===== config.mk =====
export PLATFORM = sky130hd
export DESIGN_NAME = irq_ack_dec_8_flat
export DESIGN_NICKNAME = d
export VERILOG_FILES = /design/src/rtl/irq_ack_dec_8_if.sv /design/src/rtl/irq_ack_dec_8.sv /design/src/flat_wrapper.sv
export SDC_FILE = /design/constraint.sdc
export NUM_CORES = 1
export LEC_CHECK = 0
export CAP_MARGIN = 20
export CELL_PAD_IN_SITES_DETAIL_PLACEMENT = 0
export CELL_PAD_IN_SITES_GLOBAL_PLACEMENT = 2
export CORE_UTILIZATION = 23
export CTS_BUF_LIST = sky130_fd_sc_hd__clkbuf_16
export DETAILED_ROUTE_END_ITERATION = 7
export PLACE_DENSITY = 0.63
export SYNTH_ARGS = -nofsm -noshare
export SYNTH_HDL_FRONTEND = slang
export SYNTH_SLANG_ARGS = --single-unit

===== constraint.sdc =====
create_clock -name clk -period 2.6 [get_ports clk]
set_clock_uncertainty 0.15 [all_clocks]
set_input_delay 0.52 -clock clk [delete_from_list [all_inputs] [get_ports clk]]
set_output_delay 0.52 -clock clk [all_outputs]
set_load 0.01 [all_outputs]

===== src/rtl/irq_ack_dec_8_if.sv =====
// ----------------------------------------------------------------------------
// irq_ack_dec_8_if
//   Groups the code handshake, the live request lines and the acknowledge
//   outputs of irq_ack_dec_8. Clock and reset are not part of the bundle.
//
//   code_valid  CPU -> dec   code presented this cycle
//   code        CPU -> dec   0 = none, 1..8 = line 0..7, 9..15 illegal
//   code_ready  dec -> CPU   decoder can take a code (IDLE only)
//   req         src -> dec   live request lines (same lines the encoder sees)
//   ack         dec -> src   one-hot acknowledge, zero when idle
//   busy        dec -> CPU   an ack is currently held
//   code_err    dec -> CPU   one-cycle pulse, illegal code accepted
//   timeout_err dec -> CPU   one-cycle pulse, ack released by timeout
//
//   master: the CPU/request side that drives code and req.
//   slave : the decoder.
// ----------------------------------------------------------------------------
interface irq_ack_dec_8_if;
  logic       code_valid;
  logic [3:0] code;
  logic       code_ready;
  logic [7:0] req;
  logic [7:0] ack;
  logic       busy;
  logic       code_err;
  logic       timeout_err;

  modport master (
    output code_valid,
    output code,
    output req,
    input  code_ready,
    input  ack,
    input  busy,
    input  code_err,
    input  timeout_err
  );

  modport slave (
    input  code_valid,
    input  code,
    input  req,
    output code_ready,
    output ack,
    output busy,
    output code_err,
    output timeout_err
  );
endinterface


===== src/rtl/irq_ack_dec_8.sv =====
// ----------------------------------------------------------------------------
// irq_ack_dec_8
//   Acknowledge-side partner of the 8-input priority encoder. Accepts an
//   encoded line number (0 = none, 1..8 = line 0..7) over a valid/ready
//   handshake and drives a one-hot ack on that line. The ack is held until the
//   acknowledged request drops or until TIMEOUT_CYCLES cycles have elapsed
//   with the request still high.
//
//   Ports
//     clk     system clock, rising edge
//     rst_n   asynchronous active-low reset
//     bus     irq_ack_dec_8_if.slave: code_valid/code/code_ready handshake,
//             req lines in, ack/busy/code_err/timeout_err out
//
//   Parameters
//     TIMEOUT_CYCLES  maximum ack length in cycles, 1 .. 2**CNT_W-1
//     CNT_W           width of the timeout counter
//
//   Every output is either a register or a decode of the state register, so
//   there is no combinational path from any input to any output.
// ----------------------------------------------------------------------------
module irq_ack_dec_8 #(
  parameter int TIMEOUT_CYCLES = 15,
  parameter int CNT_W          = 4
) (
  input  logic            clk,
  input  logic            rst_n,
  irq_ack_dec_8_if.slave  bus
);

  typedef enum logic {
    ST_IDLE = 1'b0,
    ST_ACK  = 1'b1
  } state_t;

  // Counter value at which the ack is released if the request is still high.
  // The counter starts at 0 on the accept edge, so the ack can be seen on at
  // most TIMEOUT_CYCLES edges while in ACK.
  localparam logic [CNT_W-1:0] CNT_LAST = CNT_W'(TIMEOUT_CYCLES - 1);
  localparam logic [CNT_W-1:0] CNT_ONE  = CNT_W'(1);

  state_t           state_reg;
  logic [7:0]       ack_reg;
  logic [2:0]       idx_reg;
  logic [CNT_W-1:0] cnt_reg;
  logic             busy_reg;
  logic             code_err_reg;
  logic             timeout_err_reg;

  // Decode of the incoming code, only consulted on an accepting edge.
  logic [7:0] code_onehot;
  logic [2:0] code_idx;
  logic       code_legal;
  logic       code_illegal;
  logic       held_req;

  for (genvar gi = 0; gi < 8; gi++) begin : g_decode
    assign code_onehot[gi] = (bus.code == 4'(gi + 1));
  end

  // Wraps for code 0, but the index is only latched for codes 1..8.
  assign code_idx     = 3'(bus.code - 4'd1);
  assign code_legal   = (bus.code != 4'd0) && (bus.code <= 4'd8);
  assign code_illegal = (bus.code > 4'd8);
  assign held_req     = bus.req[idx_reg];

  always_ff @(posedge clk or negedge rst_n) begin
    if (!rst_n) begin
      state_reg       <= ST_IDLE;
      ack_reg         <= 8'h00;
      idx_reg         <= 3'd0;
      cnt_reg         <= '0;
      busy_reg        <= 1'b0;
      code_err_reg    <= 1'b0;
      timeout_err_reg <= 1'b0;
    end else begin
      // Error flags are single-cycle pulses by default.
      code_err_reg    <= 1'b0;
      timeout_err_reg <= 1'b0;

      case (state_reg)
        ST_IDLE: begin
          if (bus.code_valid) begin
            if (code_legal) begin
              ack_reg   <= code_onehot;
              idx_reg   <= code_idx;
              cnt_reg   <= '0;
              busy_reg  <= 1'b1;
              state_reg <= ST_ACK;
            end else if (code_illegal) begin
              code_err_reg <= 1'b1;
            end
            // code 0: a "nothing pending" answer, silently consumed
          end
        end

        ST_ACK: begin
          // Request drop is tested first so it beats a coincident timeout.
          if (!held_req) begin
            ack_reg   <= 8'h00;
            busy_reg  <= 1'b0;
            state_reg <= ST_IDLE;
          end else if (cnt_reg == CNT_LAST) begin
            ack_reg         <= 8'h00;
            busy_reg        <= 1'b0;
            timeout_err_reg <= 1'b1;
            state_reg       <= ST_IDLE;
          end else begin
            cnt_reg <= cnt_reg + CNT_ONE;
          end
        end

        default: begin
          ack_reg   <= 8'h00;
          busy_reg  <= 1'b0;
          state_reg <= ST_IDLE;
        end
      endcase
    end
  end

  // code_ready is a pure state decode; no code is taken on the edge that
  // releases an ack, which guarantees one idle cycle between acks.
  assign bus.code_ready  = (state_reg == ST_IDLE);
  assign bus.ack         = ack_reg;
  assign bus.busy        = busy_reg;
  assign bus.code_err    = code_err_reg;
  assign bus.timeout_err = timeout_err_reg;

endmodule


===== src/flat_wrapper.sv =====
// flat-port wrapper written by rule: the top's interface ports become plain ports
module irq_ack_dec_8_flat 
#(
  parameter int TIMEOUT_CYCLES = 15,
  parameter int CNT_W          = 4
)
  (clk, rst_n, bus_code_valid, bus_code, bus_req, bus_code_ready, bus_ack, bus_busy, bus_code_err, bus_timeout_err);
  irq_ack_dec_8_if bus_i ();
  input  logic clk;
  input  logic rst_n;
  input wire logic [$bits(bus_i.code_valid)-1:0] bus_code_valid;
  input wire logic [$bits(bus_i.code)-1:0] bus_code;
  input wire logic [$bits(bus_i.req)-1:0] bus_req;
  output wire logic [$bits(bus_i.code_ready)-1:0] bus_code_ready;
  output wire logic [$bits(bus_i.ack)-1:0] bus_ack;
  output wire logic [$bits(bus_i.busy)-1:0] bus_busy;
  output wire logic [$bits(bus_i.code_err)-1:0] bus_code_err;
  output wire logic [$bits(bus_i.timeout_err)-1:0] bus_timeout_err;
  assign bus_i.code_valid = bus_code_valid;
  assign bus_i.code = bus_code;
  assign bus_i.req = bus_req;
  assign bus_code_ready = bus_i.code_ready;
  assign bus_ack = bus_i.ack;
  assign bus_busy = bus_i.busy;
  assign bus_code_err = bus_i.code_err;
  assign bus_timeout_err = bus_i.timeout_err;
  irq_ack_dec_8 #(.TIMEOUT_CYCLES(TIMEOUT_CYCLES), .CNT_W(CNT_W)) u_core (.clk(clk), .rst_n(rst_n), .bus(bus_i));
endmodule

==> results.toml, run 1 <==
[worst_setup_path]
worst-r2r-cell-count = 6
crit_required_ps = 2600
r2r_start = "u_core.idx_reg[0]"
crit_path_start_kind = "input pin"
path_class = "input pin to register"
worst-path-max-fanout = 8
critPathMaxStageDelay_ps = 480
path_cells = "clkdlybuf4s50_1 > inv_1 > ha_1 > nor2b_1 > xnor2_1 > nand2_1 > a32oi_4 > buf_12 > o21ai_2"
crit_buf_inv = 3
worst_path_max_delay_cell = "clkdlybuf4s50_1"
arrival_ps = 2310
crit_family = "buffers and inverters"
timing.rr.end = "u_core.bus.ack[4]"
cp-end-kind = "register"
reg2reg_slack_ps = 630

[sta]
max_slew.worst_pin.slew_ps = 434.8
relSlewSlack = 0.7074
maxSlewViolCount = 0
fmax_ghz = 0.4329
setup_viol = 0
fin_tns_setup_ps = 0
hold_violations = 0
grt_setup_unrepaired = "false"
fin_crit_sh = 0.8884
finalCriticalPeriod_ps = 2310
hold_ws_ps = 367.1

[finish]
syn2layout_area_growth_pct = 44.55
drive_above_1_share = 0.1773
diodes = 0
post-route-util = 0.3482
largest_reg_flops = 8
nNetsFinal = 164
stdcell_area_sq_um = 1526

[routing]
drt-total-wl_um = 2395
wire_per_inst_um = 12.41
firstDrtPassIters = 4
ant_nets = 0
drt_iter0_markers = 26
drc = 0
vias = 836
viasPerCell = 4.332

[power_and_ir_drop]
swShare = 0.3490
combPwrFrac = 0.421
intPower_uw = 907.6
p_sw_uw = 486.5
p_per_area_nw_per_um2 = 913.3
power_leakage_uw = 0.0006556
seqPwrFrac = 0.351
vdd_drop_max_mv = 0.2982
power.share.clock = 0.228

[die]
die_x_um = 69.76
core_area_sq_um = 4384
start_util = 0.2409
io_pins = 27
rows = 24
die_y_um = 69.76
dieArea_sq_um = 4866

[worst_hold_path]
hold_depth = 2
min_from = "u_core.bus.busy"
worstHoldPathType = "register to register"
whs_endpoint = "u_core.bus.busy"

[clock_network]
ctsRootBufferMaster = "clkbuf_16"
clkLatencyLatePin_ps = 250
ctsResizeCount = 0
cts_tree = "done"
clock_sinks = 19
cts_setup_buffers = 0
numCtsBuffers = 3
htreeDepth = 1
clk_pin_slew_ps = 60
ctsHoldBuffers = 0
clk_path_buf_depth = 2

[global_route]
grt_usage = 0.1077
grt_pass1_wl_um = 4098
grtUsageMet3 = 0.03343
use_met2 = 0.1624
antenna_found_initial = 0
grt-ovfl-total = 0
grt_use_met1 = 0.1469
busiest_layer = "met2"
grt_max_degree = 20
grt_pass1_vias = 847

[yosys]
synth_area_per_cell_sq_um = 10.15
async_flop_share = 1.000
ys_ff_latch = 19
yosysWarningCount = 0
syn-cell-area_sq_um = 1056
yosysMostFrequentCell = "dfrtp_1"
synth_top_area_frac = 0.4502
yosys_most_used_dff = "dfrtp_1"
yosys.area.top_type = "dfrtp_1"
yosys.cell_types.count = 27
synth_edf_count = 0
syn-num-nets = 126
yosysSeqAreaShare = 0.4502
ys_top_cells_by_count = "dfrtp_1 (19), nand2_1 (17), inv_1 (14)"
synth_cells = 104
synthTopCellsByArea = "dfrtp_1 (45%), ha_1 (8.3%), o21ai_2 (6.6%), nand2_1 (6.0%), inv_1 (5.0%)"

[run_status]
outcome = "complete, no violations"

[placement]
io_buffer_count = 26
place_congestion = 0.7307
dpl_cell_area_sq_um = 1446
dp_hpwl_um = 1897

[flow_run]
drv_cap = 0
[routing by layer]
layer	share of wire	wire length, um
met1	0.49	1179
met2	0.45	1079
met3	0.046	110
met4	0.010	25
met5	0	0
[final cells by class]
type	instances	area, sq um
Fill cell	455	2858
Multi-Input combinational cell	71	528.0
Sequential cell	19	475.5
Timing Repair Buffer	33	325.3
Clock buffer	3	75.07
Tap cell	52	65.06
Inverter	14	52.55
Clock inverter	1	5.005
[metrics by stage]
stage	setup slack (ps)	cells	total power, uW
5_1_grt	130.5	193	1502
3_3_place_gp	70.69	189	1085
6_report	290.1	193	1394
3_5_place_dp	4.613	189	1093
2_1_floorplan	526.7	104	818.1
4_1_cts	260.1	193	1423
[cells in the final DEF (no fill, tap or decap), drive strengths merged, types with 2 or more instances in the layout]
cell / netlist / final
clkdlybuf4s50: 0 / 26
and3: 2 / 2
nor2b: 2 / 2
nor2: 5 / 5
clkbuf: 0 / 3
ha: 7 / 7
o211ai: 2 / 2
dfrtp: 19 / 19
nor4: 2 / 2
buf: 0 / 7
inv: 14 / 14
mux2: 2 / 2
xnor2: 2 / 2
mux2i: 3 / 3
o21ai: 11 / 11
nand3: 5 / 5
nor3b: 3 / 3
nand2: 17 / 17
[power groups by stage]
stage | Combinational, uW | Clock, uW | Sequential [uW]
6_report | 587 | 318 | 489
5_1_grt | 651 | 343 | 508
4_1_cts | 601 | 331 | 491
3_5_place_dp | 598 | 0 | 495
3_3_place_gp | 592 | 0 | 494
2_1_floorplan | 331 | 0 | 487
[kinds of logic after synthesis]
family                     Yosys count  synth area share
AOI/OAI and AO/OA                   17            0.1481
xor gates and xnor gates             2           0.01659
adders and majority gates            7           0.08293
buffers and inverters               14           0.04976
DFF                                 19            0.4502
muxes                                5           0.04976
and+or+nand+nor                     40            0.2026
[tightest hold or removal path, delay by kind of cell (launching register included)]
family | cells | cell delay [ps]
flops | 1 | 340
simple gates | 2 | 130
[worst max path at each step]
stage,start,end,cells past startpoint
6_report,bus_code[0],u_core.bus.ack[4],9
5_1_grt,bus_code[0],u_core.bus.ack[7],9
4_1_cts,bus_code[0],u_core.bus.ack[5],9
3_5_place_dp,bus_code[0],u_core.bus.ack[7],9
3_3_place_gp,bus_code[0],u_core.bus.ack[0],9
2_1_floorplan,bus_code[0],u_core.bus.ack[0],7
(Power assumes the default switching activity.)
==> run 2: changes to the inputs <==
Settings changed: CTS_CLUSTER_DIAMETER set to 150, SKIP_CTS_REPAIR_TIMING set to 1.
Clock period 2.6 ns to 2.8 ns, I/O delays scaled along.
==> results.toml, run 2 (same netlist as run 1, synthesis figures left out) <==
[global_route]
grt_pass1_vias = 941
grt_usage = 0.1133
grt-ovfl-total = 0
antenna_found_initial = 0
grt_pass1_wl_um = 4312
grt_max_degree = 20

[placement]
io_buffer_count = 26
place_congestion = 0.6769
dp_hpwl_um = 1860
place_ws_ps = 85.52
placedCellCount = 186

[sta]
relSlewSlack = 0.6796
fin_crit_sh = 0.8652
finalCriticalPeriod_ps = 2422
grt_setup_unrepaired = "false"
setup_viol = 0
timing.final.ws_setup_ps = 377.6
fin_tns_setup_ps = 0
maxSlewViolCount = 0
fmax_ghz = 0.4128
max_slew.worst_pin.slew_ps = 476.2
hold_violations = 0

[die]
core_area_sq_um = 4384
die_x_um = 69.76
die_y_um = 69.76
start_util = 0.2409
dieArea_sq_um = 4866
rows = 24
io_pins = 27

[worst_setup_path]
path_class = "input pin to register"
crit_required_ps = 2790
cp-end-kind = "register"
arrival_ps = 2420
crit_path_start_kind = "input pin"
worst-path-max-fanout = 8

[finish]
diodes = 0
final_common_cell = "clkdlybuf4s50_1"
drive_above_1_share = 0.1594
layout_common_cells = "clkdlybuf4s50_1 (26), dfrtp_1 (19), nand2_1 (17), inv_1 (14), o21ai_2 (8)"
fillCellCount = 451
largest_reg_flops = 8
post-route-util = 0.3430
stdcell_count = 190
nNetsFinal = 161
syn2layout_area_growth_pct = 42.42

[flow_run]
drv_cap = 0

[clock_network]
numCtsBuffers = 3
htreeDepth = 1
clock_sinks = 19
clk_path_buf_depth = 2
clkLatencyLatePin_ps = 250
clk_pin_slew_ps = 60
ctsRootBufferMaster = "clkbuf_16"
cts_tree = "done"

[routing]
firstDrtPassIters = 4
drc = 0
wire_per_inst_um = 12.64
viasPerCell = 4.405
drt-total-wl_um = 2401
ant_nets = 0
drt_iter0_markers = 39
vias = 837

[run_status]
outcome = "complete, no violations"

[power_and_ir_drop]
vdd_drop_max_mv = 0.2778
p_per_area_nw_per_um2 = 858.3
power_leakage_uw = 0.0006408

[worst_hold_path]
worstHoldPathType = "register to register"
==> run 2: per-layer routing <==
| metal | GRT usage | part of all wire |
|---|---|---|
| met3 | 0.02762 | 0.050 |
| met5 | 0 | 0 |
| met1 | 0.1444 | 0.48 |
| met2 | 0.1827 | 0.45 |
| met4 | 0.04667 | 0.017 |
==> run 2: final cells by class <==
cell class                      instances  area, sq um  share of cell area
Clock buffer                            3        75.07             0.04992
Clock inverter                          1        5.005            0.003328
Inverter                               14        52.55             0.03494
Multi-Input combinational cell         71        528.0              0.3511
Sequential cell                        19        475.5              0.3161
Tap cell                               52        65.06             0.04326
Timing Repair Buffer                   30        302.8              0.2013
==> run 2: through the flow <==
step | hold WS [ps] | power [uW] | area [sq um]
floorplan | 114.4 | 759.7 | 1056
global placement | 344.5 | 1003 | 1424
detailed placement | 376.4 | 1009 | 1424
CTS | 391.6 | 1315 | 1504
global route | 408.4 | 1396 | 1504
finish | 375.7 | 1291 | 1504
==> run 2: where the power goes <==
| group | internal (uW) | leakage, uW | switching (uW) |
|---|---|---|---|
| clock network | 192 | 0.0000409 | 106 |
| logic | 288 | 0.000349 | 252 |
| registers | 361 | 0.000251 | 93.1 |
| total | 840 | 0.000641 | 451 |
==> run 2: critical path, stage by stage <==
cell,delay (ps)
clkdlybuf4s50_1,460
inv_1,130
ha_1,190
nor2b_1,270
xnor2_1,190
nand2_1,120
a32oi_4,280
buf_12,160
o21ai_2,50
==> run 2: worst paths after layout <==
check / start / to / slack [ps] / cells past startpoint
setup / recovery: bus_code[0] / u_core.bus.ack[6] / 380 / 9
hold / removal: u_core.bus.busy / u_core.bus.busy / 380 / 2
setup reg to reg: u_core.idx_reg[0] / u_core.cnt_reg[3] / 730 / 6
hold reg to reg: u_core.bus.busy / u_core.bus.busy / 380 / 2
max in group asynchronous: rst_n / u_core.bus.ack[0] / 1770 / 2
min in group asynchronous: rst_n / u_core.bus.ack[7] / 500 / 2
